<file path="src/rtl/draw_particle.sv">
// draw_particle: overlay stage that animates a single 64x64 particle sprite over the
// incoming VGA stream.
//
// The particle is launched on request, moved once per frame (on the rising edge of
// vblnk_in) and retired when it leaves the screen or reaches its lifetime. The stage
// drives the address of an external 64x64 particle ROM with 1-cycle read latency and
// composites the returned pixel over the background. One ROM colour is transparent.
//
// Ports:
//   clk60MHz, rst_n             pixel clock, asynchronous active-low reset
//   vcount_in .. rgb_in         incoming timing and background pixel
//   launch, launch_x/y, vel_x   launch request, start corner, signed x velocity
//   rom_rgb / rom_address       particle ROM data in / {row[5:0], col[5:0]} out
//   vcount_out .. hblnk_out     timing delayed by exactly 3 cycles
//   rgb_out                     composited pixel (3-cycle latency)
//   busy                        high while the particle is in flight
//
// Build option: define PARTICLE_GRAVITY_EN to add +1 px/frame vertical acceleration
// saturating at VY_MAX (parabolic arc). Without it vy stays VY_INIT.
module draw_particle #(
  parameter int          SCREEN_W    = 800,
  parameter int          SCREEN_H    = 600,
  parameter logic [11:0] TRANSPARENT = 12'h000,
  parameter int          VY_INIT     = -8,
  parameter int          VY_MAX      = 12,
  parameter int          LIFETIME    = 180
) (
  input  logic        clk60MHz,
  input  logic        rst_n,
  input  logic [10:0] vcount_in,
  input  logic        vsync_in,
  input  logic        vblnk_in,
  input  logic [10:0] hcount_in,
  input  logic        hsync_in,
  input  logic        hblnk_in,
  input  logic [11:0] rgb_in,
  input  logic        launch,
  input  logic [10:0] launch_x,
  input  logic [10:0] launch_y,
  input  logic [3:0]  vel_x,
  input  logic [11:0] rom_rgb,
  output logic [11:0] rom_address,
  output logic [10:0] vcount_out,
  output logic        vsync_out,
  output logic        vblnk_out,
  output logic [10:0] hcount_out,
  output logic        hsync_out,
  output logic        hblnk_out,
  output logic [11:0] rgb_out,
  output logic        busy
);

  typedef enum logic {StIdle, StFly} state_e;

  localparam logic signed [7:0] VyInitS = VY_INIT[7:0];
`ifdef PARTICLE_GRAVITY_EN
  localparam logic signed [7:0] VyMaxS  = VY_MAX[7:0];
`endif

  // Timing bundle: {vcount, vsync, vblnk, hcount, hsync, hblnk}
  localparam int unsigned TimW = 26;

  state_e             state_q, state_d;
  logic        [10:0] pos_x_q, pos_x_d;
  logic        [10:0] pos_y_q, pos_y_d;
  logic        [3:0]  vx_q, vx_d;
  logic signed [7:0]  vy_q, vy_d;
  logic        [15:0] life_q, life_d;
  logic               vblnk_prev_q;

  logic        [TimW-1:0] tim_in, tim_s1_q, tim_s2_q, tim_s3_q;
  logic        [11:0]     rgb_s1_q, rgb_s2_q, rgb_out_q, rgb_out_d;
  logic                   in_box_d, in_box_s1_q, in_box_s2_q;
  logic        [11:0]     rom_address_q, rom_address_d;

  logic               frame_tick;
  logic signed [12:0] nx, ny;
  logic        [5:0]  col_off, row_off;

  assign tim_in = {vcount_in, vsync_in, vblnk_in, hcount_in, hsync_in, hblnk_in};
  assign {vcount_out, vsync_out, vblnk_out, hcount_out, hsync_out, hblnk_out} = tim_s3_q;
  assign rgb_out     = rgb_out_q;
  assign rom_address = rom_address_q;
  assign busy        = (state_q == StFly);

  assign frame_tick = vblnk_in & ~vblnk_prev_q;

  // Sprite hit test and ROM address for the incoming pixel (stage 1 inputs).
  // Only the low 6 bits of the offsets are needed, so subtract on 6 bits.
  always_comb begin
    col_off  = hcount_in[5:0] - pos_x_q[5:0];
    row_off  = vcount_in[5:0] - pos_y_q[5:0];
    in_box_d = (state_q == StFly) && !hblnk_in && !vblnk_in &&
               ({1'b0, hcount_in} >= {1'b0, pos_x_q}) &&
               ({1'b0, hcount_in} <= ({1'b0, pos_x_q} + 12'd63)) &&
               ({1'b0, vcount_in} >= {1'b0, pos_y_q}) &&
               ({1'b0, vcount_in} <= ({1'b0, pos_y_q} + 12'd63));
    rom_address_d = in_box_d ? {row_off, col_off} : 12'h000;
  end

  // Stage 3 compositing: ROM data is valid while the hit flag sits in stage 2.
  always_comb begin
    rgb_out_d = rgb_s2_q;
    if (in_box_s2_q && (rom_rgb != TRANSPARENT)) begin
      rgb_out_d = rom_rgb;
    end
  end

  // Motion FSM.
  always_comb begin
    state_d = state_q;
    pos_x_d = pos_x_q;
    pos_y_d = pos_y_q;
    vx_d    = vx_q;
    vy_d    = vy_q;
    life_d  = life_q;
    nx      = $signed({2'b00, pos_x_q}) + $signed({{9{vx_q[3]}}, vx_q});
    ny      = $signed({2'b00, pos_y_q}) + $signed({{5{vy_q[7]}}, vy_q});
    unique case (state_q)
      StIdle: begin
        // A launch coinciding with frame_tick is accepted without moving.
        if (launch) begin
          state_d = StFly;
          pos_x_d = launch_x;
          pos_y_d = launch_y;
          vx_d    = vel_x;
          vy_d    = VyInitS;
          life_d  = 16'd0;
        end
      end
      StFly: begin
        if (frame_tick) begin
          life_d = life_q + 16'd1;
          if (nx[12] || (nx >= SCREEN_W) || (ny >= SCREEN_H) ||
              ((life_q + 16'd1) == LIFETIME[15:0])) begin
            state_d = StIdle;
          end else begin
            pos_x_d = nx[10:0];
            // Above the top edge the sprite is pinned to row 0 rather than retired.
            pos_y_d = ny[12] ? 11'd0 : ny[10:0];
`ifdef PARTICLE_GRAVITY_EN
            vy_d = (vy_q >= VyMaxS) ? VyMaxS : (vy_q + 8'sd1);
`endif
          end
        end
      end
      default: state_d = StIdle;
    endcase
  end

  always_ff @(posedge clk60MHz or negedge rst_n) begin
    if (!rst_n) begin
      state_q       <= StIdle;
      pos_x_q       <= '0;
      pos_y_q       <= '0;
      vx_q          <= '0;
      vy_q          <= '0;
      life_q        <= '0;
      vblnk_prev_q  <= 1'b0;
      tim_s1_q      <= '0;
      tim_s2_q      <= '0;
      tim_s3_q      <= '0;
      rgb_s1_q      <= '0;
      rgb_s2_q      <= '0;
      rgb_out_q     <= '0;
      in_box_s1_q   <= 1'b0;
      in_box_s2_q   <= 1'b0;
      rom_address_q <= '0;
    end else begin
      state_q       <= state_d;
      pos_x_q       <= pos_x_d;
      pos_y_q       <= pos_y_d;
      vx_q          <= vx_d;
      vy_q          <= vy_d;
      life_q        <= life_d;
      vblnk_prev_q  <= vblnk_in;
      tim_s1_q      <= tim_in;
      tim_s2_q      <= tim_s1_q;
      tim_s3_q      <= tim_s2_q;
      rgb_s1_q      <= rgb_in;
      rgb_s2_q      <= rgb_s1_q;
      rgb_out_q     <= rgb_out_d;
      in_box_s1_q   <= in_box_d;
      in_box_s2_q   <= in_box_s1_q;
      rom_address_q <= rom_address_d;
    end
  end

endmodule

</file>
<file path="config.mk">
export PLATFORM = sky130hd
export DESIGN_NAME = draw_particle
export DESIGN_NICKNAME = d
export VERILOG_FILES = /design/src/rtl/draw_particle.sv
export SDC_FILE = /design/constraint.sdc
export NUM_CORES = 1
export LEC_CHECK = 0
export BUFFER_PORTS_ARGS = -buffer_cell sky130_fd_sc_hd__buf_2
export CAP_MARGIN = 20
export CORE_MARGIN = 5
export CORE_UTILIZATION = 23
export DETAILED_ROUTE_END_ITERATION = 6
export GPL_TIMING_DRIVEN = 0
export HOLD_SLACK_MARGIN = 0.08
export PLACE_DENSITY = 0.48
export SETUP_SLACK_MARGIN = 0.05
export SLEW_MARGIN = 20
export SYNTH_ARGS = -nofsm -noshare
export SYNTH_HDL_FRONTEND = slang
export SYNTH_SLANG_ARGS = --single-unit
</file>
<file path="constraint.sdc">
create_clock -name clk60MHz -period 7.95 [get_ports clk60MHz]
set_input_delay 0.795 -clock clk60MHz [delete_from_list [all_inputs] [get_ports clk60MHz]]
set_output_delay 0.795 -clock clk60MHz [all_outputs]
set_load 0.01 [all_outputs]
</file>
Word-level counts from Yosys, hierarchy flattened
Cells that the tools add are included.
{"block": "op_classes", "add_sub_neg": 7, "order_cmp": 6, "eq_ne": 4, "mux": 18, "n_bitwise": 3, "reduce_logical": 16}
{"op": "11-bit two-way mux", "n": 7}
{"op": "11-bit case mux with 2 select lines", "n": 2}
{"op": "16-bit two-way mux", "n": 2}
{"op": "16-bit case mux with 2 select lines", "n": 1}
{"op": "12-bit by 4-bit adder with 13-bit output", "n": 2}
{"op": "13-bit by 11-bit greater-or-equal comparator with 1-bit output, second input constant", "n": 2}
{"op": "11-bit by 6-bit adder with 12-bit output, second input constant", "n": 2}
{"op": "11-bit by 12-bit less-or-equal comparator with 1-bit output", "n": 2}
{"op": "12-bit two-way mux", "n": 2}
{"op": "11-bit greater-or-equal comparator", "n": 2}
{"op": "16-bit by 1-bit adder with 16-bit output, second input constant", "n": 1}
{"op": "16-bit by 8-bit == test with 1-bit output, second input constant", "n": 1}
{"op": "12-bit nonzero test", "n": 1}
{"op": "6-bit subtractor", "n": 2}
{"op": "1-bit logical AND", "n": 7}
{"op": "2-bit != test, second input constant", "n": 2}
{"op": "2-bit AND reduction", "n": 2}
{"op": "1-bit logical OR", "n": 3}
{"op": "1-bit two-way mux", "n": 3}
{"op": "3-bit AND reduction", "n": 1}
{"op": "1-bit logical NOT", "n": 2}
{"op": "2-bit by 1-bit != test with 1-bit output, second input constant", "n": 1}
{"op": "1-bit NOT", "n": 2}
{"op": "1-bit case mux with 2 select lines", "n": 1}
{"op": "1-bit AND", "n": 1}
{"block": "totals", "ff_bits": 173, "in_bits": 79, "word_cells": 70}

Longest topological paths before layout
Gate-level depths: netlist of the first run.
{"block": "logic_depth", "ltp_word": 8, "depth_mapped": 14, "depth_no_buf": 13}

Worst setup path after synthesis of the first run
Ideal clock, no wire load.
{"block": "synth_path", "kind": "register to register", "startpoint": "reg, netlist name vy_q[3]", "endpoint": "reg pos_x_q[9]", "setup_ns": 0.127, "arrival_ns": 3.009, "path_slack_ns": 4.814, "path_stages_with_launch": 10, "path_buffers": 0, "synth_period_minus_slack_ns": 3.136, "path_cell_list": "dfrtp_1 -> ha_1 -> fa_1 -> a211oi_1 -> nor2_1 -> xor2_1 -> o31a_1 -> o31a_1 -> o41ai_4 -> mux2_1"}
{"block": "synth_between", "elab_chain_cells": 6}
{"element": "12-bit by 4-bit adder with 13-bit output", "line_no": "118", "text": "ny = $signed({2'b00, pos_y_q}) + $signed({{5{vy_q[7]}}, vy_q});"}
{"element": "13-bit by 11-bit greater-or-equal comparator with 1-bit output", "line_no": "134", "text": "if (nx[12] || (nx >= SCREEN_W) || (ny >= SCREEN_H) ||"}
{"element": "1-bit logical OR (2 in a row)", "line_no": "134"}
{"element": "2-bit != test (no line)"}
{"element": "3-bit AND reduction (no line)"}
{"element": "to (signal assigned)", "line_no": "171", "text": "pos_x_q <= pos_x_d;"}
{"element": "to (decl)", "line_no": "64", "text": "logic [10:0] pos_x_q, pos_x_d;"}
Every way passes these cells.
A chain may end at the register's enable or synchronous reset.

Worst setup path in the final report of the first run
{"block": "layout_path", "startpoint": "reg pos_x_q[1]", "endpoint": "reg rom_address_q[11] (netlist: rom_address[11])"}
{"block": "layout_between", "elab_chain_cells": 6, "word_cells_on_any_way": 8, "cone_classes": "add/sub: 1; order compare: 2; mux: 1; reduce/logical: 4"}
{"element": "11-bit by 6-bit adder with 12-bit output or 11-bit greater-or-equal comparator (tied branches)", "line_no": "95, 94"}
{"element": "11-bit by 12-bit less-or-equal comparator with 1-bit output or 1-bit logical AND (tied branches)", "line_no": "95, 93"}
{"element": "1-bit logical AND (*)", "line_no": "94", "text": "({1'b0, hcount_in} >= {1'b0, pos_x_q}) &&"}
{"element": "1-bit logical AND (*)", "line_no": "95", "text": "({1'b0, hcount_in} <= ({1'b0, pos_x_q} + 12'd63)) &&"}
{"element": "1-bit logical AND (*)", "line_no": "96", "text": "({1'b0, vcount_in} >= {1'b0, pos_y_q}) &&"}
{"element": "12-bit two-way mux (*)", "line_no": "98", "text": "rom_address_d = in_box_d ? {row_off, col_off} : 12'h000;"}
{"element": "net rom_address_d[11]", "line_no": "74", "text": "logic [11:0] rom_address_q, rom_address_d;"}
{"element": "to (signal assigned)", "line_no": "185", "text": "rom_address_q <= rom_address_d;"}
{"element": "to (decl)", "line_no": "74"}
The timed path passes the listed nets; every way through them passes the cells marked *.

==> flow_metrics.py, run 1 <==
metrics = {
    "drt": {
        "ant_nets": 0,
        "wl_um": 20800,
        "vias_per_cell": 4.33,
        "drtIter0Drc": 317,
        "wl_per_cell_um": 15.5,
        "drc": 0,
        "drt_pass1_iterations": 4,
        "vias": 5802,
    },
    "setup_path": {
        "path_buf_inv": 1,
        "cpPeakStageDelay_ps": 570,
        "rr_startpoint": "pos_x_q[1]",
        "path_class": "reg2reg",
        "cp-start-kind": "register",
        "cp.required_ps": 8220,
        "endpoint_kind": "register",
        "worstReg2RegEnd": "rom_address[11]",
        "worstRegToRegCells": 13,
        "r2r_slack_ps": 4170,
        "crit_chain": "inv_1 -> ha_1 -> and3_1 -> nor3_1 -> xnor2_1 -> ha_1 -> nand3_1 -> or2_2 -> nor3_1 -> a211oi_1 -> o22ai_1 -> o2111ai_1 -> nor4b_1",
        "crit_slowest_cell": "nor4b_1",
        "arrival_ps": 4050,
        "path_max_fanout": 4,
        "cp_top_family": "simple AND/OR/NAND/NOR gates",
    },
    "floorplanning": {
        "row_count": 69,
        "placeableCoreArea_um2": 35300,
        "start_util_pct": 23.2,
        "die_area_um2": 39400,
        "io_pins": 130,
        "die_w_um": 199,
        "die_y_um": 199,
    },
    "finish": {
        "layout-drive-gt1-share_pct": 20.9,
        "layout_common_cells": "dfrtp_1, buf_2, ha_1",
        "nFillCells": 3644,
        "seq_area_um2": 4300,
        "syn_to_final_growth_pct": 22.3,
        "instances_no_fill": 1340,
        "multiInputGateArea_um2": 3650,
        "fin_area_um2": 10000,
        "final_common_cell": "dfrtp_1",
        "final_nets": 1018,
    },
    "global_route": {
        "grt_max_degree": 94,
        "grt_antenna_before_repair": 2,
        "overflow": 0,
        "grt_pass1_wl_um": 33200,
        "grt.total_usage_pct": 10.9,
        "grt_pass1_vias": 5852,
    },
    "timing": {
        "hold_viol_final": 0,
        "slew_viol_final": 0,
        "period_share_pct": 47.6,
        "slew-limit-headroom_pct": 56.3,
        "rsz0062_at_grt": "no",
        "fin_tns_setup_ps": 0,
        "max_slew.worst_pin.slew_ps": 656,
        "skew_ps": 12.8,
        "min_period_ps": 3780,
        "hold_slack_ps": 332,
        "setup_slack_ps": 4170,
        "max_clock_freq_mhz": 264,
        "setup_viol": 0,
    },
    "clock_tree": {
        "clk_latency_ps": 440,
        "cts_hold_buffers": 0,
        "clkSinkCount": 172,
        "path_clk_slew_ps": 70,
        "clock_path_buffers": 2,
        "cts_resized": 0,
        "post_cts_buffers": 0,
        "cts_inserted_buffers": 17,
        "root_buffer": "clkbuf_16",
        "cts_tree": "yes",
        "h-tree-depth": 4,
    },
    "yosys": {
        "ys_seq_area_share_pct": 52.6,
        "yosysUniqueCellTypes": 64,
        "synthAdderAreaFrac_pct": 11.5,
        "synth_xor_area_share_pct": 4.60,
        "syn_avg_cell_area_um2": 11.4,
        "ys.flop_type": "dfrtp_1",
        "synth_edf_count": 0,
        "synth_area_leader_cell": "dfrtp_1",
        "synth-simple-area-share_pct": 11.7,
        "synth_top_family_by_area": "compound AO/OA/AOI/OAI gates",
        "ys_top_cells_by_area": "dfrtp_1, ha_1, xnor2_1, mux2i_1, nand2_1",
        "ys_ff_latch": 172,
        "synthMuxAreaShare_pct": 4.97,
        "synth_top_cell_area_share_pct": 52.6,
        "synth_area_um2": 8180,
        "synthCells": 717,
        "synth_compound_area_share_pct": 11.8,
        "synthArstFlopShare_pct": 100,
        "syn_nets": 869,
        "yosys_warnings": 0,
    },
    "min_path": {
        "hold_class": "reg2reg",
        "hold_end": "tim_s3_q[6]",
        "hold_depth": 0,
        "min_from": "tim_s2_q[6]",
    },
    "pwr": {
        "power.leakage_nw": 4.54,
        "powerDensity_nw_per_um2": 356,
        "ir_worst_vdd_mv": 0.182,
    },
    "place": {
        "io_buffers": 129,
        "place_area_um2": 9440,
        "placed_cells_incl_taps": 1308,
        "gp_congestion": 0.815,
        "place_hpwl_um": 16200,
        "pre_cts_ws_ps": 4140,
    },
    "outcome": {
        "status": "finished, final reports clean",
    },
    "flow_run": {
        "drv_cap": 0,
    },
}
[area by class of cell]
cell class | count | share of cell area, %
Timing Repair Buffer | 130 | 6.83
Tap cell | 461 | 5.77
Antenna cell | 2 | 0.0500
Buffer | 18 | 0.838
Sequential cell | 172 | 43.0
Inverter | 39 | 1.46
Clock inverter | 11 | 1.14
Clock buffer | 19 | 4.43
Multi-Input combinational cell | 488 | 36.5
[stage by stage]
| step | total power, mW | util (%) |
|---|---|---|
| 3_5_place_dp | 2.80 | 26.7 |
| 6_report | 3.56 | 28.3 |
| 4_1_cts | 3.62 | 28.3 |
| 3_3_place_gp | 2.77 | 26.6 |
| 5_1_grt | 3.89 | 28.3 |
| 2_1_floorplan | 2.37 | - |
[power breakdown]
part           switching (mW)  internal, mW
Clock                   0.359         0.440
Combinational           0.939         0.727
Sequential              0.113         0.986
[Yosys cell counts (12+ instances only)]
master and count:
clkbuf_1 15, a31oi_1 18, nand3_1 15, xnor2_1 33
mux2_2 12, dfrtp_1 172, nor2_1 41, nand2_1 48
a21oi_1 27, mux2i_1 26, o21ai_0 33, ha_1 69
nor3_1 18, inv_1 39, nor2b_1 15
[worst max path at each step]
stage               start              end  slack (ps)  cells after the start
6_report       pos_x_q[1]  rom_address[11]        4170                     13
5_1_grt        pos_x_q[1]   rom_address[7]        3890                     14
4_1_cts        pos_x_q[1]  rom_address[11]        4080                     13
3_5_place_dp   pos_x_q[1]  rom_address[11]        4140                     13
3_3_place_gp        rst_n      tim_s3_q[1]        3250                      1
2_1_floorplan     vy_q[3]       pos_x_q[9]        4810                      9
[state kept, by name, indices dropped and copies added (netlist names)]
| signal | flops |
|---|---|
| pos_y_q | 11 |
| life_q | 16 |
| rgb_s1_q | 12 |
| vy_q | 1 |
| pos_x_q | 11 |
| in_box_s2_q | 1 |
| busy | 1 |
| rgb_s2_q | 12 |
| tim_s1_q | 26 |
| rom_address | 12 |
| in_box_s1_q | 1 |
| vx_q | 4 |
| rgb_out | 12 |
| tim_s2_q | 26 |
| tim_s3_q | 26 |
[cells by family (layout without fill, tap and decap cells)]
| kind of cell | after synthesis | after routing |
|---|---|---|
| AND/OR/NAND/NOR | 188 | 188 |
| flip-flops | 172 | 172 |
| AO/OA/AOI/OAI | 145 | 145 |
| adder cells (fa/ha/maj) | 73 | 73 |
| buffers and inverters | 57 | 217 |
| XOR/XNOR | 43 | 43 |
| multiplexers | 39 | 39 |
| other | 0 | 2 |
[per-layer routing]
layer	up-vias	track usage [%]	part of all wire, %
met5	-	0	0.063
met4	2	3.17	1.2
met3	19	3.00	5.2
met2	110	17.8	48
met1	2813	14.1	46
li1	2858	-	-
No activity file was read; power rests on OpenSTA's default activity.
==> run 2, diff against run 1 <==
- PLACE_DENSITY: 0.48 -> 0.5
- clock period: 7.95 -> 3.4 ns (I/O delays scaled with it)
==> run 2 against run 1 <==
Effect of this change:
- sequential power grew 140%
- total power rose by 150%
- die area unchanged
- clock power grew to 2.5 times the previous value
- sequential share of layout area fell by 2.8 points
- register-to-register slack got worse by 4000 ps
- via count rose by 3.5%
- largest power group unchanged
- critical endpoint is now pos_x_q[3]
- routed wire length increased by 2.0%
==> flow_metrics.py, run 2 (same netlist as run 1, synthesis figures left out) <==
metrics = {
    "place": {
        "gp_congestion": 0.800,
        "place_hpwl_um": 16000,
        "io_buffers": 129,
    },
    "clock_tree": {
        "clkSinkCount": 172,
        "cts_inserted_buffers": 17,
        "h-tree-depth": 4,
        "root_buffer": "clkbuf_16",
        "path_clk_slew_ps": 80,
        "clock_path_buffers": 2,
        "clk_latency_ps": 430,
        "cts_tree": "yes",
    },
    "setup_path": {
        "path_max_fanout": 10,
        "cp-start-kind": "register",
        "cp.required_ps": 3750,
        "arrival_ps": 3580,
        "path_class": "reg2reg",
        "endpoint_kind": "register",
    },
    "floorplanning": {
        "start_util_pct": 23.2,
        "io_pins": 130,
        "die_area_um2": 39400,
        "row_count": 69,
        "die_w_um": 199,
        "placeableCoreArea_um2": 35300,
        "die_y_um": 199,
    },
    "finish": {
        "layout-drive-gt1-share_pct": 24.1,
        "syn_to_final_growth_pct": 30.9,
        "layout_common_cells": "dfrtp_1, buf_2, ha_1",
        "antenna_cells": 0,
        "nFillCells": 3595,
        "largestRegisters": "tim_s1_q: 26 flops, tim_s2_q: 26 flops, tim_s3_q: 26 flops",
        "final_common_cell": "dfrtp_1",
        "final_nets": 1069,
    },
    "drt": {
        "drc": 0,
        "ant_nets": 0,
        "drt_pass1_iterations": 5,
        "drtIter0Drc": 243,
        "wl_um": 21200,
        "wl_per_cell_um": 15.2,
        "vias_per_cell": 4.32,
        "vias": 6004,
    },
    "timing": {
        "hold_slack_ps": 105,
        "period_share_pct": 95.0,
        "slew-limit-headroom_pct": 50.9,
        "rsz0062_at_grt": "yes",
        "hold_viol_final": 0,
        "fin_tns_setup_ps": 0,
        "setup_viol": 0,
        "max_clock_freq_mhz": 310,
        "max_slew.worst_pin.slew_ps": 733,
        "skew_ps": 17.0,
        "slew_viol_final": 0,
        "min_period_ps": 3230,
    },
    "global_route": {
        "grt_max_degree": 96,
        "overflow": 0,
        "grt_pass1_vias": 6116,
        "grt.total_usage_pct": 10.8,
        "grt_antenna_before_repair": 1,
        "grt_pass1_wl_um": 33500,
    },
    "pwr": {
        "power.leakage_nw": 4.83,
        "ir_worst_vdd_mv": 0.333,
        "powerDensity_nw_per_um2": 824,
    },
    "flow_run": {
        "drv_cap": 0,
    },
    "min_path": {
        "hold_class": "in2reg",
    },
    "outcome": {
        "status": "finished, final reports clean",
    },
}
-- run 2: cell type report --
class	count	area, um2	share of cell area, %
repair buffers	181	1180	11.0
plain buffers	18	98.8	0.923
multi-input cells	488	3780	35.3
inverters	39	149	1.39
clock inverters	14	173	1.61
well taps	461	577	5.38
flip-flops and latches	172	4310	40.2
clock buffers	18	439	4.10
-- run 2: layer usage --
layer	vias up	track usage (%)	routed length, um
met5	-	0	0
met4	0	2.96	323
met3	26	2.52	1120
met2	151	17.1	9600
met1	2857	14.9	10100
li1	2970	-	-
-- run 2: critical path, stage by stage, from the launching register on --
cell,delay [ps]
dfrtp_1,430
ha_1,240
fa_1,410
a21o_1,240
a311oi_2,350
o32ai_1,150
xnor2_1,140
a41oi_1,200
o211ai_1,190
o41ai_4,250
buf_6,170
buf_8,160
mux2i_1,200
-- run 2: metrics by stage --
| stage | std cells | area, um2 | worst slack (ps) | total power [mW] | util (%) |
|---|---|---|---|---|---|
| floorplan | 717 | 8180 | 264 | 5.53 | - |
| global placement | 1307 | 9410 | -889 | 6.47 | 26.6 |
| detailed placement | 1308 | 9440 | -460 | 6.53 | 26.7 |
| CTS | 1383 | 10600 | 52.8 | 8.79 | 29.9 |
| global route | 1391 | 10700 | 4.84 | 9.55 | 30.3 |
| finish | 1391 | 10700 | 171 | 8.83 | 30.3 |
-- run 2: timing repair --
item,in CTS,in global routing
setup buffers,6,6
hold endpoints to repair,112,1
setup endpoints to repair,34,34
cloned,1,1
pin swaps,3,12
gates resized for setup,18,21
hold buffers,36,1
-- run 2: path summary, 6_finish.rpt --
check                               from            to  slack, ps  cells after the start
max in group asynchronous          rst_n  tim_s2_q[14]       2030                      3
hold reg to reg             rgb_s1_q[10]  rgb_s2_q[10]        350                      0
min in group asynchronous          rst_n    life_q[12]        480                      2
hold / removal             hcount_in[10]  tim_s1_q[12]        110                      1
setup reg to reg              pos_x_q[0]    pos_x_q[3]        170                     12
setup / recovery              pos_x_q[0]    pos_x_q[3]        170                     12
-- run 2: power breakdown --
part / leakage [nW] / switching (mW) / total, mW / internal (mW)
Combinational: 2.47 / 2.35 / 4.24 / 1.90
Sequential: 2.07 / 0.280 / 2.59 / 2.31
Clock: 0.296 / 0.924 / 2.00 / 1.07
Total: 4.83 / 3.55 / 8.83 / 5.28
==> run 3, diff against run 2 <==
- PLACE_DENSITY: 0.5 -> 0.48
- clock period: 3.4 -> 3.25 ns (I/O delays scaled with it)
==> run 3 against run 2 <==
Effect of this change:
- flip-flop and latch count did not move
- largest cell class unchanged
- setup slack got worse by 61 ps
- clock skew fell by 4.1 ps
- sequential share of layout area fell by 0.81 points
- register-to-register slack got worse by 60 ps
- fmax rose by 2.8%
- total power rose by 8.0%
- hold slack improved by 20 ps
- clock-buffer cell count rose by 1
- final cell count rose by 0.58%
==> flow_metrics.py, run 3 (same netlist as run 1, synthesis figures left out) <==
metrics = {
    "outcome": {
        "status": "finished, final reports clean",
    },
    "setup_path": {
        "path_max_fanout": 6,
        "cp.required_ps": 3560,
        "path_class": "reg2reg",
        "endpoint_kind": "register",
        "cp-start-kind": "register",
        "arrival_ps": 3450,
    },
    "timing": {
        "skew_ps": 12.9,
        "slew-limit-headroom_pct": 57.0,
        "rsz0062_at_grt": "yes",
        "max_clock_freq_mhz": 318,
        "hold_slack_ps": 125,
        "slew_viol_final": 0,
        "setup_viol": 0,
        "period_share_pct": 96.6,
        "hold_viol_final": 0,
        "min_period_ps": 3140,
        "max_slew.worst_pin.slew_ps": 646,
        "setup_slack_ps": 110,
        "fin_tns_setup_ps": 0,
    },
    "min_path": {
        "hold_class": "in2reg",
    },
    "clock_tree": {
        "h-tree-depth": 4,
        "cts_inserted_buffers": 17,
        "root_buffer": "clkbuf_16",
        "clock_path_buffers": 2,
        "clkSinkCount": 172,
        "cts_tree": "yes",
        "path_clk_slew_ps": 70,
        "clk_latency_ps": 440,
    },
    "place": {
        "pre_cts_ws_ps": -563,
        "place_area_um2": 9440,
        "gp_congestion": 0.815,
        "io_buffers": 129,
        "place_hpwl_um": 16200,
        "placed_cells_incl_taps": 1308,
    },
    "floorplanning": {
        "die_w_um": 199,
        "die_area_um2": 39400,
        "row_count": 69,
        "io_pins": 130,
        "start_util_pct": 23.2,
        "die_y_um": 199,
        "placeableCoreArea_um2": 35300,
    },
    "global_route": {
        "grt.total_usage_pct": 11.1,
        "grt_pass1_vias": 6177,
        "grt_pass1_wl_um": 34200,
        "grt_antenna_before_repair": 1,
        "overflow": 0,
        "grt_max_degree": 94,
    },
    "pwr": {
        "finalPower_mw": 9.54,
        "power.leakage_nw": 4.89,
        "powerDensity_nw_per_um2": 872,
        "ir_worst_vdd_mv": 0.454,
    },
    "finish": {
        "largestRegisters": "tim_s1_q: 26 flops, tim_s2_q: 26 flops, tim_s3_q: 26 flops",
        "nFillCells": 3593,
        "instances_no_fill": 1399,
        "finish.utilization_pct": 31.0,
        "final_nets": 1078,
        "final_common_cell": "dfrtp_1",
        "layout_common_cells": "dfrtp_1, buf_2, ha_1",
        "fin_area_um2": 10900,
        "syn_to_final_growth_pct": 33.7,
        "layout-drive-gt1-share_pct": 28.1,
    },
    "drt": {
        "vias": 6077,
        "drtIter0Drc": 324,
        "ant_nets": 0,
        "wl_um": 21600,
        "drc": 0,
        "vias_per_cell": 4.34,
        "wl_per_cell_um": 15.4,
        "drt_pass1_iterations": 4,
    },
    "flow_run": {
        "drv_cap": 0,
    },
}
[run 3: cell count changes in the layout (fill, tap and decap cells not counted), moves of 4 or more]
cell | before | now
ha_1 | 68 | 60
buf_4 | 11 | 17
ha_4 | 0 | 4
nor3_1 | 13 | 8
ha_2 | 1 | 5
[run 3: timing repair]
item | in CTS | in global routing
hold endpoints to repair | 117 | 0
endpoints found under the setup margin | 36 | 34
cloned | 2 | 0
pin swaps | 12 | 14
hold buffers | 39 | 0
setup buffers | 14 | 6
gates resized for setup | 30 | 53
[run 3: final timing paths]
kind                        startpoint          end  slack (ps)  depth (start not counted)
setup reg to reg               vy_q[3]   pos_x_q[9]         110                         10
hold reg to reg            tim_s2_q[6]  tim_s3_q[6]         330                          0
setup / recovery               vy_q[3]   pos_x_q[9]         110                         10
min in group asynchronous        rst_n   life_q[11]         470                          2
hold / removal                vel_x[3]      vx_q[3]         120                          3
max in group asynchronous        rst_n  rgb_s1_q[8]        1900                          3
[run 3: cell type report]
class	count	area, um2	share of cell area [%]
well taps	461	577	5.27
repair buffers	191	1260	11.5
diodes	1	2.50	0.0229
clock buffers	19	443	4.05
inverters	39	146	1.34
flip-flops and latches	172	4310	39.4
multi-input cells	488	3990	36.5
plain buffers	17	100	0.915
clock inverters	11	114	1.04
[run 3: worst max-delay path: stages (launching register included)]
cell	delay [ps]
dfrtp_2	460
ha_1	290
a211o_1	300
a41o_1	270
or3_4	350
a31oi_2	210
xor2_1	120
o31a_1	160
o41ai_4	360
buf_6	180
mux2_1	310
[run 3: power breakdown]
| part | internal (mW) | switching [mW] |
|---|---|---|
| clock | 1.08 | 0.872 |
| sequential | 2.42 | 0.304 |
| combinational | 2.24 | 2.63 |
[run 3: per-layer routing]
metal,vias up,track usage (%),routed length [um]
met5,-,0,0
met4,0,3.24,296
met3,17,2.91,1110
met2,124,18.5,10500
met1,2955,14.3,9680
li1,2981,-,-
